## config.mk

```make
export PLATFORM = sky130hd
export DESIGN_NAME = dzcpu_ucode_sequencer
export DESIGN_NICKNAME = d
export VERILOG_FILES = /design/src/rtl/dzcpu_ucode_sequencer.sv
export SDC_FILE = /design/constraint.sdc
export NUM_CORES = 1
export LEC_CHECK = 0
export CAP_MARGIN = 20
export CORE_ASPECT_RATIO = 1.75
export CORE_MARGIN = 2
export CORE_UTILIZATION = 37
export CTS_CLUSTER_DIAMETER = 120
export CTS_CLUSTER_SIZE = 24
export DETAILED_ROUTE_END_ITERATION = 16
export PLACE_DENSITY = 0.76
export SYNTH_ARGS = -nofsm -noshare
export SYNTH_HDL_FRONTEND = slang
export SYNTH_SLANG_ARGS = --single-unit
export TNS_END_PERCENT = 50
```

## constraint.sdc

```tcl
create_clock -name iClock -period 1.33 [get_ports iClock]
set_input_delay 0.266 -clock iClock [delete_from_list [all_inputs] [get_ports iClock]]
set_output_delay 0.266 -clock iClock [all_outputs]
set_load 0.02 [all_outputs]
```

## src/rtl/dzcpu_ucode_sequencer.sv

```systemverilog
// dzcpu microcode sequencer: opcode fetch, flow dispatch, uop address walk.
// Handles the 0xCB second-byte redirect into the CB flow table.
module dzcpu_ucode_sequencer #(
  parameter int         UOP_W     = 13,
  parameter logic [4:0] JCB_OP    = 5'h0F,
  parameter logic [7:0] RESET_IDX = 8'd0
) (
  input  logic             iClock,
  input  logic             iReset_n,
  input  logic [7:0]       iMop,
  input  logic             iMopValid,
  input  logic             iStall,
  input  logic             iZeroFlag,
  input  logic [7:0]       iMainIdx,
  input  logic [7:0]       iCbIdx,
  input  logic [UOP_W-1:0] iUop,
  output logic [7:0]       oMop,
  output logic             oMopReq,
  output logic [7:0]       oUopAddr,
  output logic             oUopValid,
  output logic             oPcInc,
  output logic             oFlagsUpdate,
  output logic             oCbMode
);

  typedef enum logic [1:0] {
    S_FETCH,
    S_DECODE,
    S_EXEC,
    S_CBFETCH
  } state_t;

  localparam logic [3:0] F_INC        = 4'd1;
  localparam logic [3:0] F_EOF        = 4'd2;
  localparam logic [3:0] F_INC_EOF    = 4'd3;
  localparam logic [3:0] F_INC_EOF_Z  = 4'd4;
  localparam logic [3:0] F_INC_EOF_NZ = 4'd5;
  localparam logic [3:0] F_EOF_FU     = 4'd6;
  localparam logic [3:0] F_INC_EOF_FU = 4'd7;
  localparam logic [3:0] F_UPD_FLAGS  = 4'd8;

  state_t     state_q, state_d;
  logic [7:0] addr_q, addr_d;
  logic [7:0] mop_q, mop_d;
  logic       req_q, req_d;
  logic       cb_q, cb_d;
  logic       cbpend_q, cbpend_d;

  logic [3:0] flow;
  logic [4:0] op;
  logic       is_inc;
  logic       is_fu;
  logic       is_eof;
  logic       run;
  logic       unused_operand;

  assign flow = iUop[UOP_W-1 -: 4];
  assign op   = iUop[8:4];
  assign unused_operand = ^iUop[3:0];

  always_comb begin
    is_inc = flow inside {F_INC, F_INC_EOF, F_INC_EOF_Z,
                          F_INC_EOF_NZ, F_INC_EOF_FU};
    is_fu  = flow inside {F_EOF_FU, F_INC_EOF_FU, F_UPD_FLAGS};
    is_eof = (flow inside {F_EOF, F_INC_EOF, F_EOF_FU, F_INC_EOF_FU})
           || (flow == F_INC_EOF_Z  &&  iZeroFlag)
           || (flow == F_INC_EOF_NZ && !iZeroFlag);
    run          = (state_q == S_EXEC) && !iStall;
    oUopValid    = run;
    oPcInc       = run && is_inc;
    oFlagsUpdate = run && is_fu;
  end

  always_comb begin
    state_d  = state_q;
    addr_d   = addr_q;
    mop_d    = mop_q;
    req_d    = req_q;
    cb_d     = cb_q;
    cbpend_d = cbpend_q;
    if (!iStall) begin
      unique case (state_q)
        S_FETCH: begin
          if (iMopValid) begin
            mop_d   = iMop;
            cb_d    = 1'b0;
            req_d   = 1'b0;
            state_d = S_DECODE;
          end else begin
            req_d = 1'b1;
          end
        end
        S_DECODE: begin
          addr_d  = iMainIdx;
          state_d = S_EXEC;
        end
        S_EXEC: begin
          if (is_eof) begin
            state_d = S_FETCH;
            cb_d    = 1'b0;
            req_d   = 1'b1;
          end else begin
            addr_d = addr_q + 8'd1;
            if (op == JCB_OP) begin
              state_d = S_CBFETCH;
              req_d   = 1'b1;
            end
          end
        end
        S_CBFETCH: begin
          // CB table index is valid one cycle after the byte lands in oMop
          if (cbpend_q) begin
            addr_d   = iCbIdx;
            cbpend_d = 1'b0;
            state_d  = S_EXEC;
          end else if (iMopValid) begin
            mop_d    = iMop;
            cb_d     = 1'b1;
            req_d    = 1'b0;
            cbpend_d = 1'b1;
          end else begin
            req_d = 1'b1;
          end
        end
      endcase
    end
  end

  always_ff @(posedge iClock or negedge iReset_n) begin
    if (!iReset_n) begin
      state_q  <= S_FETCH;
      addr_q   <= RESET_IDX;
      mop_q    <= 8'd0;
      req_q    <= 1'b0;
      cb_q     <= 1'b0;
      cbpend_q <= 1'b0;
    end else begin
      state_q  <= state_d;
      addr_q   <= addr_d;
      mop_q    <= mop_d;
      req_q    <= req_d;
      cb_q     <= cb_d;
      cbpend_q <= cbpend_d;
    end
  end

  assign oMop     = mop_q;
  assign oMopReq  = req_q;
  assign oUopAddr = addr_q;
  assign oCbMode  = cb_q;

endmodule
```

==> results of run 1 <==
how the worst max path moves through the flow:
| stage | depth (start not counted) | to | start |
|---|---|---|---|
| 6_report | 5 | oUopAddr[6] | oUopAddr[1] |
| 3_3_place_gp | 6 | oFlagsUpdate | iUop[12] |
| 3_5_place_dp | 6 | oFlagsUpdate | iUop[12] |
| 5_1_grt | 5 | oUopAddr[6] | state_q[1] |
| 2_1_floorplan | 5 | oUopAddr[2] | oUopAddr[0] |
| 4_1_cts | 5 | oPcInc | state_q[1] |
registers in the layout, summed over array words and instances, names as in the netlist:
register	flops
cbpend_q	1
oUopAddr	8
oMop	8
oCbMode	1
state_q	2
oMopReq	1
cell families (layout without fill, tap and decap cells):
group,count (synthesis),in the layout
simple gates,55,55
compound gates,31,31
flops,21,21
mux,13,13
buf+inv,8,95
xor+xnor,2,2
fa+ha+maj,1,1
layout make-up:
| cell class | instances | area, µm² |
|---|---|---|
| repair buffers | 88 | 803 |
| fillers | 290 | 1110 |
| inverters | 3 | 11.3 |
| well taps | 45 | 56.3 |
| clock buffers | 4 | 45.0 |
| multi-input cells | 102 | 882 |
| flip-flops and latches | 21 | 529 |
through the flow:
| step | instances | power, mW | setup WS [ns] |
|---|---|---|---|
| final | 263 | 4.90 | -0.284 |
| after global routing | 263 | 5.22 | -0.333 |
| after CTS | 263 | 4.74 | -0.220 |
| after detailed placement | 250 | 4.20 | -0.802 |
| after global placement | 250 | 4.10 | -0.757 |
| after floorplan | 131 | 3.00 | -0.121 |
critical path: stages, from the launching register on:
cell     delay (ns)
dfrtp_2        0.39
ha_4           0.16
nand3_4        0.09
or4_4          0.57
a31oi_4        0.20
a32o_2         0.15
layout by cell type, fill, tap and decap left out, types with 4 or more instances in the layout:
cell type / instances
clkdlybuf4s50_1: 31
dlygate4sd2_1: 17
buf_4: 23
buf_6: 9
a32o_1: 4
mux2_4: 11
nand2_1: 12
nor2_1: 12
dfrtp_1: 18
o21ai_0: 4
a21oi_1: 9
power groups by stage:
stage | combinational, mW | clock [mW] | sequential (mW)
global placement | 2.88 | 0 | 1.23
CTS | 3.07 | 0.428 | 1.24
finish | 3.21 | 0.418 | 1.27
detailed placement | 2.95 | 0 | 1.25
floorplan | 1.41 | 0 | 1.60
global route | 3.46 | 0.452 | 1.32
layer usage:
metal	track usage	wire length (µm)
met5	0	0
met4	0.0783	31
met3	0.0269	225
met2	0.350	2260
met1	0.216	1530
what timing repair did:
| item | in CTS | in global routing |
|---|---|---|
| gates resized for setup | 64 | 20 |
| endpoints found under the setup margin | 41 | 23 |
| cloned | 0 | 0 |
| pin swaps | 14 | 13 |
| buffers inserted | 9 | 0 |
==> flow_metrics.env, run 1 <==
export IMPL_synth_edf_count=0
export IMPL_worst_setup_path_start_kind="flip-flop"
export IMPL_final_util=0.678
export IMPL_synth_area_per_cell_um2=10.2
export IMPL_path_class="reg -> reg"
export IMPL_synth_mux_area_frac=0.117
export IMPL_p_sw_frac=0.413
export IMPL_drive_gt1_frac=0.367
export IMPL_regToRegStartpoint="oUopAddr[1]"
export IMPL_synth_common_cells="dfrtp_1, nor2_1, nand2_1"
export IMPL_power_internal_mw=2.87
export IMPL_rsz0062_at_grt="true"
export IMPL_grt_pass1_wl_um=6330
export IMPL_place_area_mm2=0.00212
export IMPL_seqPwrFrac=0.260
export IMPL_fmax_ghz=0.620
export IMPL_hold_violations=0
export IMPL_power_switching_mw=2.02
export IMPL_area_delta_synth_final_pct=74.3
export IMPL_grt_use_total=0.192
export IMPL_synthTopCellsByArea="dfrtp_1, mux2_2, nor2_1"
export IMPL_cp_arrival_ns=1.81
export IMPL_grt_max_degree=22
export IMPL_pwr_share_clk=0.085
export IMPL_worst_slew_pin_slew_ns=0.303
export IMPL_synth_distinct_cells=46
export IMPL_critPathRequiredTime_ns=1.53
export IMPL_reg2regPathDepth=5
export IMPL_via_per_inst=5.34
export IMPL_vdd_drop_max_uv=1140
export IMPL_drtPass1Iterations=4
export IMPL_async_flop_share=1.00
export IMPL_yosys_area_share_simple=0.236
export IMPL_h_tree_depth=1
export IMPL_synth_adder_area_share=0.00937
export IMPL_antenna_found_initial=0
export IMPL_leakagePower_nw=1.02
export IMPL_coreArea_mm2=0.00343
export IMPL_synth_compound_area_frac=0.194
export IMPL_portBuffers=58
export IMPL_yosys_area_top_type="dfrtp_1"
export IMPL_cts_buffers=3
export IMPL_num_rows=28
export IMPL_drc=0
export IMPL_synth_top_family_by_area="simple AND/OR/NAND/NOR gates"
export IMPL_die_width_um=49.4
export IMPL_postCtsHoldBufs=0
export IMPL_ys_seq_area_frac=0.394
export IMPL_globalplace_congestion=0.811
export IMPL_yosysMostFrequentCell="dfrtp_1"
export IMPL_num_vias=1405
export IMPL_grt_pass1_vias=1396
export IMPL_clk_pin_slew_ns=0.08
export IMPL_syn_inst=131
export IMPL_synth_xor_area_frac=0.0131
export IMPL_clockBufferDepth=2
export IMPL_drt_initial_drc_count=46
export IMPL_pwr_share_comb=0.655
export IMPL_n_antenna_cell=0
export IMPL_holdWs_ns=0.354
export IMPL_slew_headroom=0.796
export IMPL_worstSkewPairLatency_ns=0.26
export IMPL_timing_setup_tns_ns=-3.50
export IMPL_dp_hpwl_um=2800
export IMPL_nNetsFinal=262
export IMPL_cts_sinks=21
export IMPL_die_area_mm2=0.00412
export IMPL_setup_violations=20
export IMPL_max_cap_violations=0
export IMPL_violations="negative setup slack"
export IMPL_ant_nets=0
export IMPL_syn_area_mm2=0.00134
export IMPL_reg2reg_to="oUopAddr[6]"
export IMPL_fin_area_mm2=0.00233
export IMPL_routed_wl_um=4050
export IMPL_synth_top_flop_cell="dfrtp_1"
export IMPL_wl_per_cell_um=15.4
export IMPL_ys_seq_elements=21
export IMPL_gr_total_overflow=0
export IMPL_p_per_area_mw_per_mm2=2100
export IMPL_status="finished with violations"
export IMPL_io_pins=63
export IMPL_synth_top_area_frac=0.394
export IMPL_start_util=0.389
export IMPL_synth_nets=174
export IMPL_endpoint_kind="flip-flop"
export IMPL_r2r_slack_ns=-0.28
export IMPL_die_y_um=83.5
export IMPL_fin_skew_ns=0.00133
export IMPL_fin_crit_sh=1.21
export IMPL_cts_root_buf="clkbuf_8"
export IMPL_worstPathMaxFanout=4
export IMPL_yosys_warnings=0
export IMPL_hold_class="in -> async"
export IMPL_slew_viol_final=0
export IMPL_cts_tree="yes"
export IMPL_post_route_min_period_ns=1.61
export IMPL_fin_ws_ns=-0.284
Power figures use the tool's default switching activity.
==> run 2, diff against run 1 <==
CTS_BUF_LIST = sky130_fd_sc_hd__clkbuf_16   (was not set)
==> run 2 against run 1 <==
Effect of this change: the run still ends with negative setup slack left; worst setup slack gained 0.023 ns; clock skew grew 0.00083 ns; worst hold slack improved by 0.0070 ns; maximum frequency grew 1.5%; critical path type unchanged; sequential power about the same; core utilization up 2.6 points.
==> flow_metrics.env, run 2 (same netlist as run 1, synthesis figures left out) <==
export IMPL_status="finished with violations"
export IMPL_violations="negative setup slack"
export IMPL_fin_crit_sh=1.20
export IMPL_fmax_ghz=0.629
export IMPL_path_class="reg -> reg"
export IMPL_clockBufferDepth=2
export IMPL_nFillCells=278
export IMPL_setup_violations=19
export IMPL_wl_per_cell_um=15.4
export IMPL_layout_commonest_cell="clkdlybuf4s50_1"
export IMPL_via_per_inst=5.30
export IMPL_h_tree_depth=1
export IMPL_cp_arrival_ns=1.78
export IMPL_fin_area_mm2=0.00241
export IMPL_mostFrequentLayoutCells="clkdlybuf4s50_1, buf_4, dfrtp_1"
export IMPL_hold_violations=0
export IMPL_grt_pass1_vias=1402
export IMPL_globalplace_congestion=0.811
export IMPL_path_cells="ha_4 > nand3_4 > or4_4 > a31oi_4 > a32o_2"
export IMPL_cp_startpoint="oUopAddr[0]"
export IMPL_regArea_um2=529
export IMPL_gr_total_overflow=0
export IMPL_slew_headroom=0.798
export IMPL_multiInputGateArea_um2=885
export IMPL_dp_slack_ns=-0.802
export IMPL_crit_slowest_cell="or4_4"
export IMPL_num_vias=1421
export IMPL_n_antenna_cell=0
export IMPL_num_rows=28
export IMPL_grt_pass1_wl_um=6440
export IMPL_worstSkewPairLatency_ns=0.25
export IMPL_vdd_drop_max_uv=1290
export IMPL_rsz0062_at_grt="true"
export IMPL_critPathRequiredTime_ns=1.52
export IMPL_ant_nets=0
export IMPL_postCtsHoldBufs=0
export IMPL_leakagePower_nw=1.08
export IMPL_max_cap_violations=0
export IMPL_regToRegStartpoint="oUopAddr[0]"
export IMPL_fin_ws_ns=-0.261
export IMPL_place_area_mm2=0.00212
export IMPL_drc=0
export IMPL_cts_root_buf="clkbuf_16"
export IMPL_io_pins=63
export IMPL_grt_use_total=0.197
export IMPL_cts_buffers=3
export IMPL_area_delta_synth_final_pct=80.9
export IMPL_drtPass1Iterations=4
export IMPL_path_buf_inv=0
export IMPL_drt_initial_drc_count=22
export IMPL_grt_max_degree=22
export IMPL_p_per_area_mw_per_mm2=2210
export IMPL_die_area_mm2=0.00412
export IMPL_hold_class="in -> async"
export IMPL_nNetsFinal=267
export IMPL_critical_path_max_stage_delay_ns=0.56
export IMPL_path_delay_family="simple AND/OR/NAND/NOR gates"
export IMPL_start_util=0.389
export IMPL_cts_tree="yes"
export IMPL_worst_setup_path_start_kind="flip-flop"
export IMPL_endpoint_kind="flip-flop"
export IMPL_drive_gt1_frac=0.377
export IMPL_post_route_min_period_ns=1.59
export IMPL_dp_hpwl_um=2800
export IMPL_routed_wl_um=4140
export IMPL_worstPathMaxFanout=3
export IMPL_die_y_um=83.5
export IMPL_clk_pin_slew_ns=0.06
export IMPL_worst_slew_pin_slew_ns=0.299
export IMPL_cts_sinks=21
export IMPL_antenna_found_initial=0
export IMPL_slew_viol_final=0
export IMPL_portBuffers=58
export IMPL_fin_skew_ns=0.00216
export IMPL_r2r_slack_ns=-0.26
export IMPL_coreArea_mm2=0.00343
export IMPL_die_width_um=49.4
export IMPL_power_total_mw=5.34
run 2: cell types whose count changed in the layout (fill, tap and decap cells not counted), sizes merged:
cell,change
inv,+1
clkbuf,-1
buf,+5
run 2: worst reg2reg max path: stages, from the launching register on:
cell and delay [ns]:
dfrtp_2 0.39, ha_4 0.16, nand3_4 0.08, or4_4 0.56, a31oi_4 0.20, a32o_2 0.15
run 2: final cells by class:
class                           instances  share of cell area
Multi-Input combinational cell        102               0.366
Inverter                                3             0.00570
Clock inverter                          1             0.00155
Tap cell                               45              0.0233
Timing Repair Buffer                   93               0.353
Clock buffer                            3              0.0311
Sequential cell                        21               0.219
run 2: routing by layer:
metal / vias up / global-route usage / share of wire
met1: 684 / 0.218 / 0.36
li1: 667 / - / -
met2: 61 / 0.362 / 0.56
met4: 0 / 0.0833 / 0.024
met3: 9 / 0.0305 / 0.059
met5: - / 0 / 0
run 2: through the flow:
step	instances	TNS, ns	hold slack (ns)	utilization
after global placement	250	-11.47	0.486	0.616
after global routing	268	-3.71	0.385	0.703
after floorplan	131	-1.62	-0.0296	-
after detailed placement	250	-11.92	0.493	0.616
final	268	-3.05	0.361	0.703
after CTS	262	-2.93	0.367	0.674
run 2: worst paths after layout:
kind / to / cells after the start
max: oUopAddr[6] / 5
min: oMop[5] / 2
max reg2reg: oUopAddr[6] / 5
min reg2reg: oMop[3] / 1
max in group asynchronous: oUopAddr[2] / 2
min in group iClock: oMop[3] / 1
run 2: report_power, final:
group / total [mW] / internal [mW] / switching, mW
sequential: 1.28 / 0.982 / 0.301
clock: 0.631 / 0.401 / 0.230
combinational: 3.43 / 1.84 / 1.58
total: 5.34 / 3.23 / 2.11
run 2: repair_timing:
| action | CTS | global route |
|---|---|---|
| pin swaps | 12 | 13 |
| buffers inserted | 8 | 7 |
| endpoints found under the setup margin | 41 | 23 |
| resized for setup | 71 | 20 |
==> run 3, diff against run 2 <==
--- a/config.mk
+++ b/config.mk
@@ -15,4 +15,5 @@
 export DETAILED_ROUTE_END_ITERATION = 16
 export PLACE_DENSITY = 0.76
+export SLEW_MARGIN = 20
 export SYNTH_ARGS = -nofsm -noshare
 export SYNTH_HDL_FRONTEND = slang
==> constraint.sdc (replaced) <==
create_clock -name iClock -period 1.33 [get_ports iClock]
set_input_delay 0.266 -clock iClock [delete_from_list [all_inputs] [get_ports iClock]]
set_output_delay 0.266 -clock iClock [all_outputs]
set_load 0.05 [all_outputs]
==> run 3 against run 2 <==
Effect of this change: total power is 27% higher; sequential power is 7% higher; critical endpoint is now oUopValid; core utilization is 5.3 points higher; clock-buffer cell count stayed put; the flow still finishes with violations (negative setup slack); first-iteration DRC count is 150% higher; maximum frequency is 2.3% higher; sequential cell count stayed put; worst hold slack better by 0.0027 ns; wire length is 7.3% higher; via count is 0.14% higher; largest cell class is now non-clock buffers; clock skew hardly changed; cell area is 7.5% higher.
==> flow_metrics.env, run 3 (same netlist as run 1, synthesis figures left out) <==
export IMPL_path_buf_inv=3
export IMPL_grt_max_degree=22
export IMPL_io_pins=63
export IMPL_crit_slowest_cell="dfrtp_1"
export IMPL_cts_tree="yes"
export IMPL_rsz0062_at_grt="true"
export IMPL_path_cells="nor2b_4 > nand2b_4 > clkinvlp_4 > buf_6 > buf_12"
export IMPL_critical_path_max_stage_delay_ns=0.40
export IMPL_cts_root_buf="clkbuf_16"
export IMPL_critPathRequiredTime_ns=1.06
export IMPL_slew_viol_final=0
export IMPL_worst_setup_path_start_kind="flip-flop"
export IMPL_timing_setup_tns_ns=-3.51
export IMPL_worstSkewPairLatency_ns=0.25
export IMPL_portBuffers=58
export IMPL_post_route_min_period_ns=1.55
export IMPL_p_per_area_mw_per_mm2=2620
export IMPL_grt_pass1_wl_um=7550
export IMPL_slew_headroom=0.751
export IMPL_start_util=0.389
export IMPL_drt_initial_drc_count=54
export IMPL_worstPathMaxFanout=4
export IMPL_mostFrequentLayoutCells="clkdlybuf4s50_1, buf_4, buf_12"
export IMPL_drtPass1Iterations=4
export IMPL_num_rows=28
export IMPL_vdd_drop_max_uv=1370
export IMPL_place_area_mm2=0.00238
export IMPL_grt_pass1_vias=1542
export IMPL_ant_nets=0
export IMPL_fin_skew_ns=0.00242
export IMPL_fmax_ghz=0.643
export IMPL_leakagePower_nw=1.09
export IMPL_fin_area_mm2=0.00260
export IMPL_antenna_found_initial=0
export IMPL_cts_buffers=3
export IMPL_hold_class="in -> async"
export IMPL_h_tree_depth=1
export IMPL_status="finished with violations"
export IMPL_die_width_um=49.4
export IMPL_cp_arrival_ns=1.29
export IMPL_routed_wl_um=4440
export IMPL_endpoint_kind="output port"
export IMPL_path_delay_family="flip-flops"
export IMPL_hold_violations=0
export IMPL_clk_pin_slew_ns=0.06
export IMPL_grt_use_total=0.232
export IMPL_fin_crit_sh=1.17
export IMPL_dp_hpwl_um=3310
export IMPL_via_per_inst=5.33
export IMPL_num_vias=1423
export IMPL_postCtsHoldBufs=0
export IMPL_violations="negative setup slack"
export IMPL_worst_slew_pin_slew_ns=0.372
export IMPL_path_class="reg -> out"
export IMPL_drive_gt1_frac=0.455
export IMPL_die_area_mm2=0.00412
export IMPL_holdWs_ns=0.363
export IMPL_setup_violations=20
export IMPL_coreArea_mm2=0.00343
export IMPL_gr_total_overflow=0
export IMPL_n_antenna_cell=0
export IMPL_cts_sinks=21
export IMPL_layout_commonest_cell="clkdlybuf4s50_1"
export IMPL_fin_ws_ns=-0.225
export IMPL_max_cap_violations=0
export IMPL_wl_per_cell_um=16.6
export IMPL_area_delta_synth_final_pct=94.5
export IMPL_die_y_um=83.5
export IMPL_nNetsFinal=266
export IMPL_drc=0
export IMPL_globalplace_congestion=0.819
export IMPL_clockBufferDepth=2
-- run 3: changes by cell type in the layout (fill, tap and decap cells not counted), moves of 4 or more --
cell           change
dfrtp_2            +4
dlygate4sd2_1     -14
mux2_4             -6
buf_6              -5
buf_12            +21
dfrtp_1            -4
mux2_2             +6
-- run 3: stage by stage --
stage                     setup WS [ns]  power [mW]  cells  utilization
final                            -0.225        6.81    267        0.756
after global routing             -0.263        7.13    267        0.756
after CTS                        -0.207        6.76    266        0.751
after detailed placement         -0.565        5.87    256        0.694
after global placement           -0.449        5.74    256        0.694
after floorplan                  -0.306        3.69    131            -
-- run 3: worst paths after layout --
path	slack [ns]	end	cells after the start	start
setup / recovery	-0.22	oUopValid	5	state_q[1]
hold / removal	0.36	oMop[4]	2	iReset_n
setup reg to reg	-0.20	oUopAddr[6]	7	state_q[1]
hold reg to reg	0.57	oMop[0]	1	oMop[0]
max in group asynchronous	0.73	oUopAddr[4]	2	iReset_n
min in group iClock	0.57	oMop[0]	1	oMop[0]
-- run 3: routing by layer --
layer  GRT usage  part of all wire  vias up
li1            -                 -      666
met1       0.256              0.35      700
met2       0.451              0.59       53
met3      0.0233             0.048        4
met4      0.0631             0.011        0
met5           0                 0        -
-- run 3: worst register-to-register path, cell delays in order (launching register included) --
cell and delay, ns:
dfrtp_1 0.40, nor2b_4 0.15, nand2b_4 0.12, clkinvlp_4 0.11
buf_6 0.12, o2bb2ai_4 0.16, buf_6 0.14, a32o_2 0.21
-- run 3: cell type report --
cell class | instances | area, µm²
fillers | 232 | 837
clock inverters | 1 | 5.00
repair buffers | 92 | 1070
inverters | 3 | 15.0
well taps | 45 | 56.3
clock buffers | 3 | 75.1
flip-flops and latches | 21 | 534
multi-input cells | 102 | 838
-- run 3: report_power, final --
part,internal (mW),switching [mW]
Combinational,2.49,2.32
Sequential,0.993,0.376
Clock,0.403,0.224
-- run 3: timing repair --
item                       CTS  global route
setup endpoints to repair   23            21
gates cloned                 0             0
buffers inserted             6             1
gates resized for setup     29             4
pin swaps                   17             3
